===== src/rtl/apex_arb_pkg.sv =====
// Shared states, constants and helpers for the apex category arbiter.
// Optional macro APEX_ARB_RETRY_EN adds the RETRY state for re-granting a timed-out winner.
package apex_arb_pkg;

  localparam int         NUM_CAT   = 6;
  localparam logic [2:0] IBT_NONE  = 3'b000;
  localparam logic [2:0] IBT_BASE  = 3'd2;
  // Pointer starts on the last category so cat0 wins the first search.
  localparam logic [2:0] PTR_RESET = 3'd5;

  typedef enum logic [1:0] {
    ST_IDLE  = 2'd0,
    ST_GRANT = 2'd1,
`ifdef APEX_ARB_RETRY_EN
    ST_RETRY = 2'd2,
`endif
    ST_ERR   = 2'd3
  } arb_state_t;

  function automatic logic [2:0] ibt_of(input logic [2:0] idx);
    return idx + IBT_BASE;
  endfunction

  function automatic logic [NUM_CAT-1:0] cat_onehot(input logic [2:0] idx);
    return NUM_CAT'(1) << idx;
  endfunction

endpackage


===== src/rtl/apex_cat_arbiter_if.sv =====
// Category request/grant bundle. master = arbiter side (drives grants),
// slave = category source side (drives req/done).
interface apex_cat_arbiter_if;
  import apex_arb_pkg::*;

  logic [NUM_CAT-1:0] req;
  logic               done;
  logic [NUM_CAT-1:0] gnt;
  logic [2:0]         ibt;
  logic               busy;
  logic               verr;

  modport master (
    input  req,
    input  done,
    output gnt,
    output ibt,
    output busy,
    output verr
  );

  modport slave (
    output req,
    output done,
    input  gnt,
    input  ibt,
    input  busy,
    input  verr
  );

endinterface


===== src/rtl/apex_rr_pick.sv =====
// Combinational 6-way round-robin picker: first set request strictly after
// the pointer, wrapping modulo NUM_CAT.
module apex_rr_pick
  import apex_arb_pkg::*;
(
  input  logic [NUM_CAT-1:0] req,
  input  logic [2:0]         pointer,
  output logic [2:0]         winner,
  output logic               valid
);

  logic [3:0] cand;

  always_comb begin
    winner = '0;
    valid  = 1'b0;
    cand   = '0;
    for (int i = 1; i <= NUM_CAT; i++) begin
      cand = {1'b0, pointer} + 4'(i);
      if (cand >= 4'(NUM_CAT)) cand = cand - 4'(NUM_CAT);
      if (!valid && req[cand[2:0]]) begin
        winner = cand[2:0];
        valid  = 1'b1;
      end
    end
  end

endmodule


===== src/rtl/apex_cat_arbiter.sv =====
// Round-robin category arbiter with per-grant watchdog and sticky timeout error.
// APEX_ARB_RETRY_EN enables RETRY re-grants (up to RETRY_MAX timeouts) before ERR.
module apex_cat_arbiter
  import apex_arb_pkg::*;
#(
  parameter int WATCH_MAX = 100,
  parameter int RETRY_MAX = 3
) (
  input logic               clk,
  input logic               rst_n,
  input logic               iclr,
  apex_cat_arbiter_if.master bus
);

  if (WATCH_MAX < 2 || WATCH_MAX > 127) begin : g_bad_watch
    $error("WATCH_MAX must be in 2..127");
  end
  if (RETRY_MAX < 1 || RETRY_MAX > 15) begin : g_bad_retry
    $error("RETRY_MAX must be in 1..15");
  end

  localparam logic [6:0] WATCH_LAST = 7'(WATCH_MAX - 1);

  arb_state_t         state;
  logic [NUM_CAT-1:0] gnt_q;
  logic [2:0]         ibt_q;
  logic               busy_q;
  logic               verr_q;
  logic [6:0]         watch;
  logic [2:0]         pointer;
  logic [2:0]         winner_q;
  logic [2:0]         pick_idx;
  logic               pick_valid;
  logic               timeout;

`ifdef APEX_ARB_RETRY_EN
  localparam logic [4:0] RETRY_LIM = 5'(RETRY_MAX);
  logic [3:0] star;
`endif

  apex_rr_pick u_pick (
    .req     (bus.req),
    .pointer (pointer),
    .winner  (pick_idx),
    .valid   (pick_valid)
  );

  assign timeout = (watch == WATCH_LAST);

  // Single FSM block; done beats a coincident timeout so no retry is charged.
  always_ff @(posedge clk or negedge rst_n) begin
    if (!rst_n) begin
      state    <= ST_IDLE;
      gnt_q    <= '0;
      ibt_q    <= IBT_NONE;
      busy_q   <= 1'b0;
      verr_q   <= 1'b0;
      watch    <= '0;
      pointer  <= PTR_RESET;
      winner_q <= '0;
`ifdef APEX_ARB_RETRY_EN
      star     <= '0;
`endif
    end else if (iclr) begin
      state    <= ST_IDLE;
      gnt_q    <= '0;
      ibt_q    <= IBT_NONE;
      busy_q   <= 1'b0;
      verr_q   <= 1'b0;
      watch    <= '0;
      pointer  <= PTR_RESET;
      winner_q <= '0;
`ifdef APEX_ARB_RETRY_EN
      star     <= '0;
`endif
    end else begin
      case (state)
        ST_IDLE: begin
          if (pick_valid) begin
            winner_q <= pick_idx;
            gnt_q    <= cat_onehot(pick_idx);
            ibt_q    <= ibt_of(pick_idx);
            watch    <= '0;
`ifdef APEX_ARB_RETRY_EN
            star     <= '0;
`endif
            busy_q   <= 1'b1;
            state    <= ST_GRANT;
          end
        end
        ST_GRANT: begin
          if (bus.done) begin
            gnt_q   <= '0;
            ibt_q   <= IBT_NONE;
            pointer <= winner_q;
            busy_q  <= 1'b0;
            state   <= ST_IDLE;
          end else if (timeout) begin
            gnt_q <= '0;
            ibt_q <= IBT_NONE;
`ifdef APEX_ARB_RETRY_EN
            star  <= star + 4'd1;
            if (({1'b0, star} + 5'd1) < RETRY_LIM) begin
              state <= ST_RETRY;
            end else begin
              verr_q <= 1'b1;
              state  <= ST_ERR;
            end
`else
            verr_q <= 1'b1;
            state  <= ST_ERR;
`endif
          end else begin
            watch <= watch + 7'd1;
          end
        end
`ifdef APEX_ARB_RETRY_EN
        ST_RETRY: begin
          gnt_q <= cat_onehot(winner_q);
          ibt_q <= ibt_of(winner_q);
          watch <= '0;
          state <= ST_GRANT;
        end
`endif
        ST_ERR: begin
          gnt_q  <= '0;
          ibt_q  <= IBT_NONE;
          verr_q <= 1'b1;
        end
        default: begin
          gnt_q  <= '0;
          ibt_q  <= IBT_NONE;
          busy_q <= 1'b0;
          state  <= ST_IDLE;
        end
      endcase
    end
  end

  assign bus.gnt  = gnt_q;
  assign bus.ibt  = ibt_q;
  assign bus.busy = busy_q;
  assign bus.verr = verr_q;

endmodule


===== src/flat_wrapper.sv =====
// flat-port wrapper written by rule: the top's interface ports become plain ports
module apex_cat_arbiter_flat import apex_arb_pkg::*;
#(
  parameter int WATCH_MAX = 100,
  parameter int RETRY_MAX = 3
)
  (clk, rst_n, iclr, bus_req, bus_done, bus_gnt, bus_ibt, bus_busy, bus_verr);
  apex_cat_arbiter_if bus_i ();
  input logic clk;
  input logic rst_n;
  input logic iclr;
  input wire logic [$bits(bus_i.req)-1:0] bus_req;
  input wire logic [$bits(bus_i.done)-1:0] bus_done;
  output wire logic [$bits(bus_i.gnt)-1:0] bus_gnt;
  output wire logic [$bits(bus_i.ibt)-1:0] bus_ibt;
  output wire logic [$bits(bus_i.busy)-1:0] bus_busy;
  output wire logic [$bits(bus_i.verr)-1:0] bus_verr;
  assign bus_i.req = bus_req;
  assign bus_i.done = bus_done;
  assign bus_gnt = bus_i.gnt;
  assign bus_ibt = bus_i.ibt;
  assign bus_busy = bus_i.busy;
  assign bus_verr = bus_i.verr;
  apex_cat_arbiter #(.WATCH_MAX(WATCH_MAX), .RETRY_MAX(RETRY_MAX)) u_core (.clk(clk), .rst_n(rst_n), .iclr(iclr), .bus(bus_i));
endmodule

===== config.mk =====
export PLATFORM = sky130hd
export DESIGN_NAME = apex_cat_arbiter_flat
export DESIGN_NICKNAME = d
export VERILOG_FILES = /design/src/rtl/apex_arb_pkg.sv /design/src/rtl/apex_cat_arbiter_if.sv /design/src/rtl/apex_rr_pick.sv /design/src/rtl/apex_cat_arbiter.sv /design/src/flat_wrapper.sv
export SDC_FILE = /design/constraint.sdc
export NUM_CORES = 1
export LEC_CHECK = 0
export BUFFER_PORTS_ARGS = -buffer_cell sky130_fd_sc_hd__buf_4
export CORE_MARGIN = 10
export CORE_UTILIZATION = 30
export DETAILED_ROUTE_END_ITERATION = 8
export HOLD_SLACK_MARGIN = 0.15
export SYNTH_ARGS = -nofsm -noshare
export SYNTH_HDL_FRONTEND = slang
export SYNTH_SLANG_ARGS = --single-unit

===== constraint.sdc =====
create_clock -name clk -period 3 [get_ports clk]
set_clock_uncertainty 0.1 [all_clocks]
set_input_delay 0.3 -clock clk [delete_from_list [all_inputs] [get_ports clk]]
set_output_delay 0.3 -clock clk [all_outputs]
set_load 0.02 [all_outputs]

# Word-level counts from Yosys, hierarchy flattened
# Index checks and enable logic that the tools add are counted.
dict set report word_totals {
  output_inout_bits 11
  ff_bits 26
  inputBits 10
  wordCells 133
}
dict set report classes {
  order_cmp 12
  eq_ne 10
  n_addsub 14
  shift 1
  reduce_logical 24
  n_mux 64
}
# op count
set op_table {}
lappend op_table {{$mux W3} 22}
lappend op_table {{$mux W7} 4}
lappend op_table {{$ge A4 B3 Y1 const B} 6}
lappend op_table {{$lt A3 B4 Y1 const B} 6}
lappend op_table {{$mux W6} 4}
lappend op_table {{$bmux W1 S3} 6}
lappend op_table {{$mux W1} 18}
lappend op_table {{$sub A3 B3 Y3 const B} 6}
lappend op_table {{$pmux W7 S2} 1}
lappend op_table {{$add A3 B3 Y4 const B} 3}
lappend op_table {{$pmux W6 S2} 1}
lappend op_table {{$ne A3 B3 Y1 const B} 3}
lappend op_table {{$reduce_and A3 Y1} 3}
lappend op_table {{$add A3 B2 Y4 const B} 2}
lappend op_table {{$mux W2} 4}
lappend op_table {{$reduce_bool A2 Y1} 4}
lappend op_table {{$add A7 B1 Y7 const B} 1}
lappend op_table {{$eq A7 B7 Y1 const B} 1}
lappend op_table {{$ne A3 B2 Y1 const B} 2}
lappend op_table {{$pmux W2 S3} 1}
lappend op_table {{$pmux W3 S2} 1}
lappend op_table {{$reduce_and A2 Y1} 3}
lappend op_table {{$reduce_bool A3 Y1} 2}
lappend op_table {{$shl A1 B3 Y6 const A} 1}
lappend op_table {{12 further kinds} 20}

# Longest topological paths before layout
dict set report depth {
  ltp_word 25
  depth_mapped 13
  mapped_depth_nobuf 10
}

# Cells and area by module
# From an unflattened synthesis, not the netlist that was laid out.
dict set report hier_totals {
  hier_cells 246
  area_unflattened_um2 2264.7
}
# mod cells_per_inst area_each_um2 instances seq_area_each_um2
set by_module_without_submodules {}
lappend by_module_without_submodules {apex_cat_arbiter 116 1313.8 1 653.1}
lappend by_module_without_submodules {apex_rr_pick 130 950.9 1 0.0}

# Least setup slack after synthesis
# No wires, ideal clock.
dict set report synth_path {
  kind {register -> register}
  from {reg u_core.pointer[2]}
  to {reg u_core.ibt_q[2], in the netlist u_core.bus.ibt[2]}
  t_required_ns 2.767
  path_stages_with_launch 12
  period_less_slack_ns 3.300
  arrival_time_ns 3.067
  path_slack_ns -0.300
  setup_time_ns 0.133
  path_buffers 2
  path_cell_list {dfstp_2 -> buf_2 -> inv_1 -> ha_1 -> buf_4 -> a211oi_2 -> xnor2_1 -> mux2_4 -> or2_4 -> or4_4 -> a21oi_4 -> o211ai_1}
}
dict set report synth_via {
  elab_chain_len 25
  word_cells_on_any_way 64
  cone_classes {add/sub: 13; order compare: 6; eq/ne: 1; mux: 33; reduce/logical: 11}
}
# item line_no
set synth_rtl {}
lappend synth_rtl {{from (decl)} apex_cat_arbiter.sv:30} ;# logic [2:0] pointer;
lappend synth_rtl {{from (signal assigned)} apex_cat_arbiter.sv:95} ;# pointer <= winner_q;
lappend synth_rtl {{$add A3 B1 Y4} apex_rr_pick.sv:19} ;# cand = {1'b0, pointer} + 4'(i);
lappend synth_rtl {{$ge A4 B3 Y1 / $sub A3 B3 Y3 (equally long branches)} apex_rr_pick.sv:20} ;# if (cand >= 4'(NUM_CAT)) cand = cand - 4'(NUM_CAT);
lappend synth_rtl {{$mux W3} apex_rr_pick.sv:20}
lappend synth_rtl {{$bmux W1 S3} apex_rr_pick.sv:21} ;# if (!valid && req[cand[2:0]]) begin
lappend synth_rtl {{$mux W1 (implied by the code)} apex_rr_pick.sv:21}
lappend synth_rtl {{$mux W1} apex_rr_pick.sv:21}
lappend synth_rtl {{$logic_not A1 Y1} apex_rr_pick.sv:21}
lappend synth_rtl {{$logic_and A1 B1 Y1} apex_rr_pick.sv:21}
lappend synth_rtl {{[9 not listed]} -}
lappend synth_rtl {{$mux W1} apex_rr_pick.sv:21}
lappend synth_rtl {{$logic_not A1 Y1} apex_rr_pick.sv:21}
lappend synth_rtl {{$logic_and A1 B1 Y1} apex_rr_pick.sv:21}
lappend synth_rtl {{$mux W3} apex_rr_pick.sv:21}
lappend synth_rtl {{$add A3 B2 Y3} apex_arb_pkg.sv:21} ;# return idx + IBT_BASE;
lappend synth_rtl {{$mux W3} apex_cat_arbiter.sv:79} ;# if (pick_valid) begin
lappend synth_rtl {{$pmux W3 S2} apex_cat_arbiter.sv:77} ;# case (state)
lappend synth_rtl {{$mux W3} apex_cat_arbiter.sv:64} ;# end else if (iclr) begin
lappend synth_rtl {{to (signal assigned)} apex_cat_arbiter.sv:82} ;# ibt_q <= ibt_of(pick_idx);
lappend synth_rtl {{to (decl)} apex_cat_arbiter.sv:26} ;# logic [2:0] ibt_q;
# Parallel ways exist; a longest one is shown, timed or not. The select of a mux whose other input is x is not followed.
# A chain may end at the register's enable or synchronous reset.

# Worst setup path in the final report
dict set report layout_path {
  from {reg u_core.pointer[2]}
  to {reg u_core.ibt_q[1], in the netlist u_core.bus.ibt[1]}
}
# Same word-level chain as after synthesis.

==> parameters.txt <==
Parameter                              Value

Run
  Number of maximum-capacitance constraint violations ... 0

Floorplanning
  Die Footprint ... 11710 sq um
  Width of the die ... 108.2 um
  Core Box Area ... 7647 sq um
  Number of rows in the core area ... 32
  Vert. Die Dim ... 108.2 um
  Num ports ... 21
  Initial Utilization ... 30.53%

Place
  Placed Instance Area ... 2846 sq um
  HPWL after detailed placement ... approximately 5000 um
  Weighted congestion reported at the end of routability-driven placement ... ~0.91
  Count of input and output buffers ... 20
  Worst slack at placement ... -0.04384 ns

STA
  Setup repair after global routing missed its margin ... true
  Fin worst setup slack ... -0.01038 ns
  Final period utilization ... 100.3%
  Total Negative Setup Slacks ... -0.02723 ns
  Worst slew margin relative to its limit ... 66.19%
  Count of final hold-check violations ... 0
  Slew Viols, Final ... 0
  Clock period minus worst slack ... 3.010 ns
  Highest Clock Rate ... 332.2 MHz
  Final-report setup violation count ... 3
  Least-Margin Pin Slew ... 0.5032 ns

Global route
  GRT Total Usage ... 11.02%
  Vias in the first global route ... around 2.2k
  Overall overflow remaining after global route ... 0
  Number of antenna violations at the first check in global routing ... 0
  Maximum number of pins on one net before global-route repair ... 27
  Global-route wire length before repair ... 10810 um

Clock network
  Clock tree from TritonCTS ... done
  Maximum level of the CTS H-tree ... 1
  Root Buffer ... clkbuf_8
  Worst skew pair latency ... around 0.28 ns
  Clock Sinks ... 26
  Worst-case clock buffer depth ... 2
  Clock transition at the register clock pins on the worst setup and hold paths after CTS ... 0.09 ns
  Number of CTS-inserted buffers ... 3

Synthesis
  Mux share of post-synthesis cell area ... 8.789%
  FF+latch count, synth ... 26
  Main combinational cell family by area after synthesis ... compound AO/OA/AOI/OAI gates
  Ys Warns ... 0
  Most common cell in the synthesized netlist ... nor2_1
  Post-synthesis xor/xnor area fraction ... roughly 4.5%
  Cell type contributing the most total cell area after synthesis ... dfrtp_1
  Synthesized instance count ... about 260
  Synth cell types ... 69
  Compound-cell area share of the yosys netlist ... 25.99%
  Commonest register cell after synthesis ... dfrtp_1
  Share of the synthesized area in the top cell type ... about 26%
  Synthesized net count ... approximately 280
  Fraction of the mapped netlist area in simple logic gates ... 21.01%
  Fraction of registers with async set or reset after synthesis ... 100.0%
  Largest cells by area after synthesis ... dfrtp_1 (26%), ha_1 (6.4%), nor2_1 (4.2%)
  Per-instance average area after synthesis ... 8.945 sq um
  Commonest cells post-synth ... nor2_1 (26), dfrtp_1 (24), nand2_1 (23)
  Share of synthesized cell area in full adder, half adder and majority cells ... ~6.4%
  Cell Area, Synth ... 2335 sq um
  Part of the Yosys area used for sequential elements ... 27.97%
  Number of synthesized flops with an enable pin ... 0

Setup path
  CP endpoint kind ... flop
  Launch instance of the worst register-to-register path ... u_core.pointer[2]$_DFFE_PN1P_
  Terminus of the critical flop-to-flop path ... u_core.bus.ibt[1]$_DFFE_PN0P_
  Largest fanout on the critical path ... 7
  Worst Setup EP ... u_core.bus.ibt[1]$_DFFE_PN0P_
  Req. time, crit path ... 3.12 ns
  Type of the worst setup path ... reg -> reg
  Slowest cell on the critical path ... dfstp_2
  Worst path arrival time ... 3.13 ns
  Startpoint of the worst setup timing path ... u_core.pointer[2]$_DFFE_PN1P_
  Kind of launch point of the worst setup path ... flop
  Worst path cell trace ... inv_4, ha_4, a211oi_4, xnor2_1, buf_4, mux2_4, or2_4, or4_4, a21oi_4, a32o_1
  CP max stage delay ... 0.58 ns
  Reg-to-reg setup timing slack ... -0.01 ns
  R2r worst-path depth ... 10

Drt
  Detailed-route vias per instance ... 5.275
  Vias after detailed routing ... 2205
  # DRC ... 0
  Routed length per placed instance ... 15.39 um
  Final Routed Wirelength ... approximately 6400 um
  Remaining number of nets flagged by the antenna check after routing ... 0
  First-iteration detailed-routing DRC count ... between 100 and 150
  Detailed-routing iteration count for the pre-antenna-repair pass ... 4

Layout
  Post-route cell area ... 3141 sq um
  Fraction of final layout cells with drive strength greater than 1 ... 37.66%
  Area of the multi-input gates ... 1704 sq um
  Area occupied by registers ... 654.4 sq um
  Antenna Cells ... 0
  Fin util ... between 40% and 50%
  Number of nets in the layout ... 339
  Synth-to-Final Area Change ... 34.51%
  Fill count ... 748

Status
  Violated checks ... negative setup slack
  Run status ... complete, but fails checks

Power
  Post-layout total power ... 1.359 mW
  Maximum vdd drop ... 378.6 uV
  Leakage ... 1.354 nW
  PD cells ... around 430 nW/um^2

Hold path
  Type of the tightest min-delay check ... in -> reg
## flip-flops by register name (all words and copies together), names as in the netlist
signal and cells:
u_core.bus.busy 1, u_core.bus.gnt 6, u_core.bus.ibt 3, u_core.bus.verr 1, u_core.pointer 3, u_core.state 2
u_core.watch 7, u_core.winner_q 3
## where the power goes
part	switching, mW	internal (mW)	leakage [nW]	total, mW
Clock	0.113	0.179	0.0357	0.291
Sequential	0.0268	0.384	0.347	0.411
Combinational	0.350	0.307	0.972	0.657
Total	0.489	0.869	1.35	1.36
## area by class of cell
type	instances	area share [%]
sequential	26	20.84
multi-input combinational	210	54.26
clock buffer	3	1.315
clock inverter	1	0.9562
timing repair buffer	65	17.09
inverter	11	1.474
tap	102	4.064
## worst max-delay path: cells and delay by family (launching register included)
kind,cells,cell delay (ns)
and+or+nand+nor,2,0.68
AOI/OAI and AO/OA,3,0.67
DFF,1,0.58
muxes,1,0.33
adders and majority gates,1,0.25
buffers and inverters,2,0.20
xor gates and xnor gates,1,0.14
## layer usage
metal	track usage (%)	part of all wire (%)	wire, um	vias up
li1	-	-	-	1070
met1	14.39	45	2869	1082
met2	18.32	51	3258	41
met3	1.785	3.1	200	12
met4	2.958	1.6	106	0
met5	0	0	0	-
## placed cells by master (no fill, tap or decap), drive strengths merged, types with 5 or more instances in the layout
master	count
buf	64
nor2	26
dfrtp	24
nand2	23
a21oi	15
o21ai	15
ha	12
mux2i	11
inv	11
nand3	8
xor2	7
nor3	7
a211oi	6
mux2	6
nor2b	5
xnor2	5
o31ai	5
## logic make-up after synthesis
family	after synthesis
xor gates and xnor gates	12
AOI/OAI and AO/OA	74
DFF	26
buffers and inverters	25
muxes	17
adders and majority gates	12
and+or+nand+nor	95
## how the worst min path moves through the flow
stage | from | end | slack (ns) | cells past startpoint
3_5_place_dp | rst_n | u_core.watch[6]$_DFFE_PN0P_ | 0.13 | 1
6_report | iclr | u_core.state[0]$_DFFE_PN0P_ | 0.20 | 2
4_1_cts | iclr | u_core.bus.verr$_DFFE_PN0P_ | 0.19 | 2
5_1_grt | iclr | u_core.bus.verr$_DFFE_PN0P_ | 0.20 | 2
2_1_floorplan | rst_n | u_core.bus.busy$_DFFE_PN0P_ | -0.1 | 0
3_3_place_gp | rst_n | u_core.watch[6]$_DFFE_PN0P_ | 0.13 | 1
## per-stage QoR
step / hold WS [ns] / std cells
3_5_place_dp: 0.1310 / 405
6_report: 0.2017 / 418
3_3_place_gp: 0.1267 / 405
5_1_grt: 0.2033 / 418
4_1_cts: 0.1922 / 413
2_1_floorplan: -0.09559 / 261
## what timing repair did
action | CTS | global route
gates cloned | 1 | 1
hold buffers | 1 | 0
resized for setup | 13 | 25
buffers inserted | 2 | 4
hold endpoints to repair | 26 | 0
setup endpoints to repair | 15 | 20
pin swaps | 6 | 10
No activity file was read; power rests on OpenSTA's default activity.
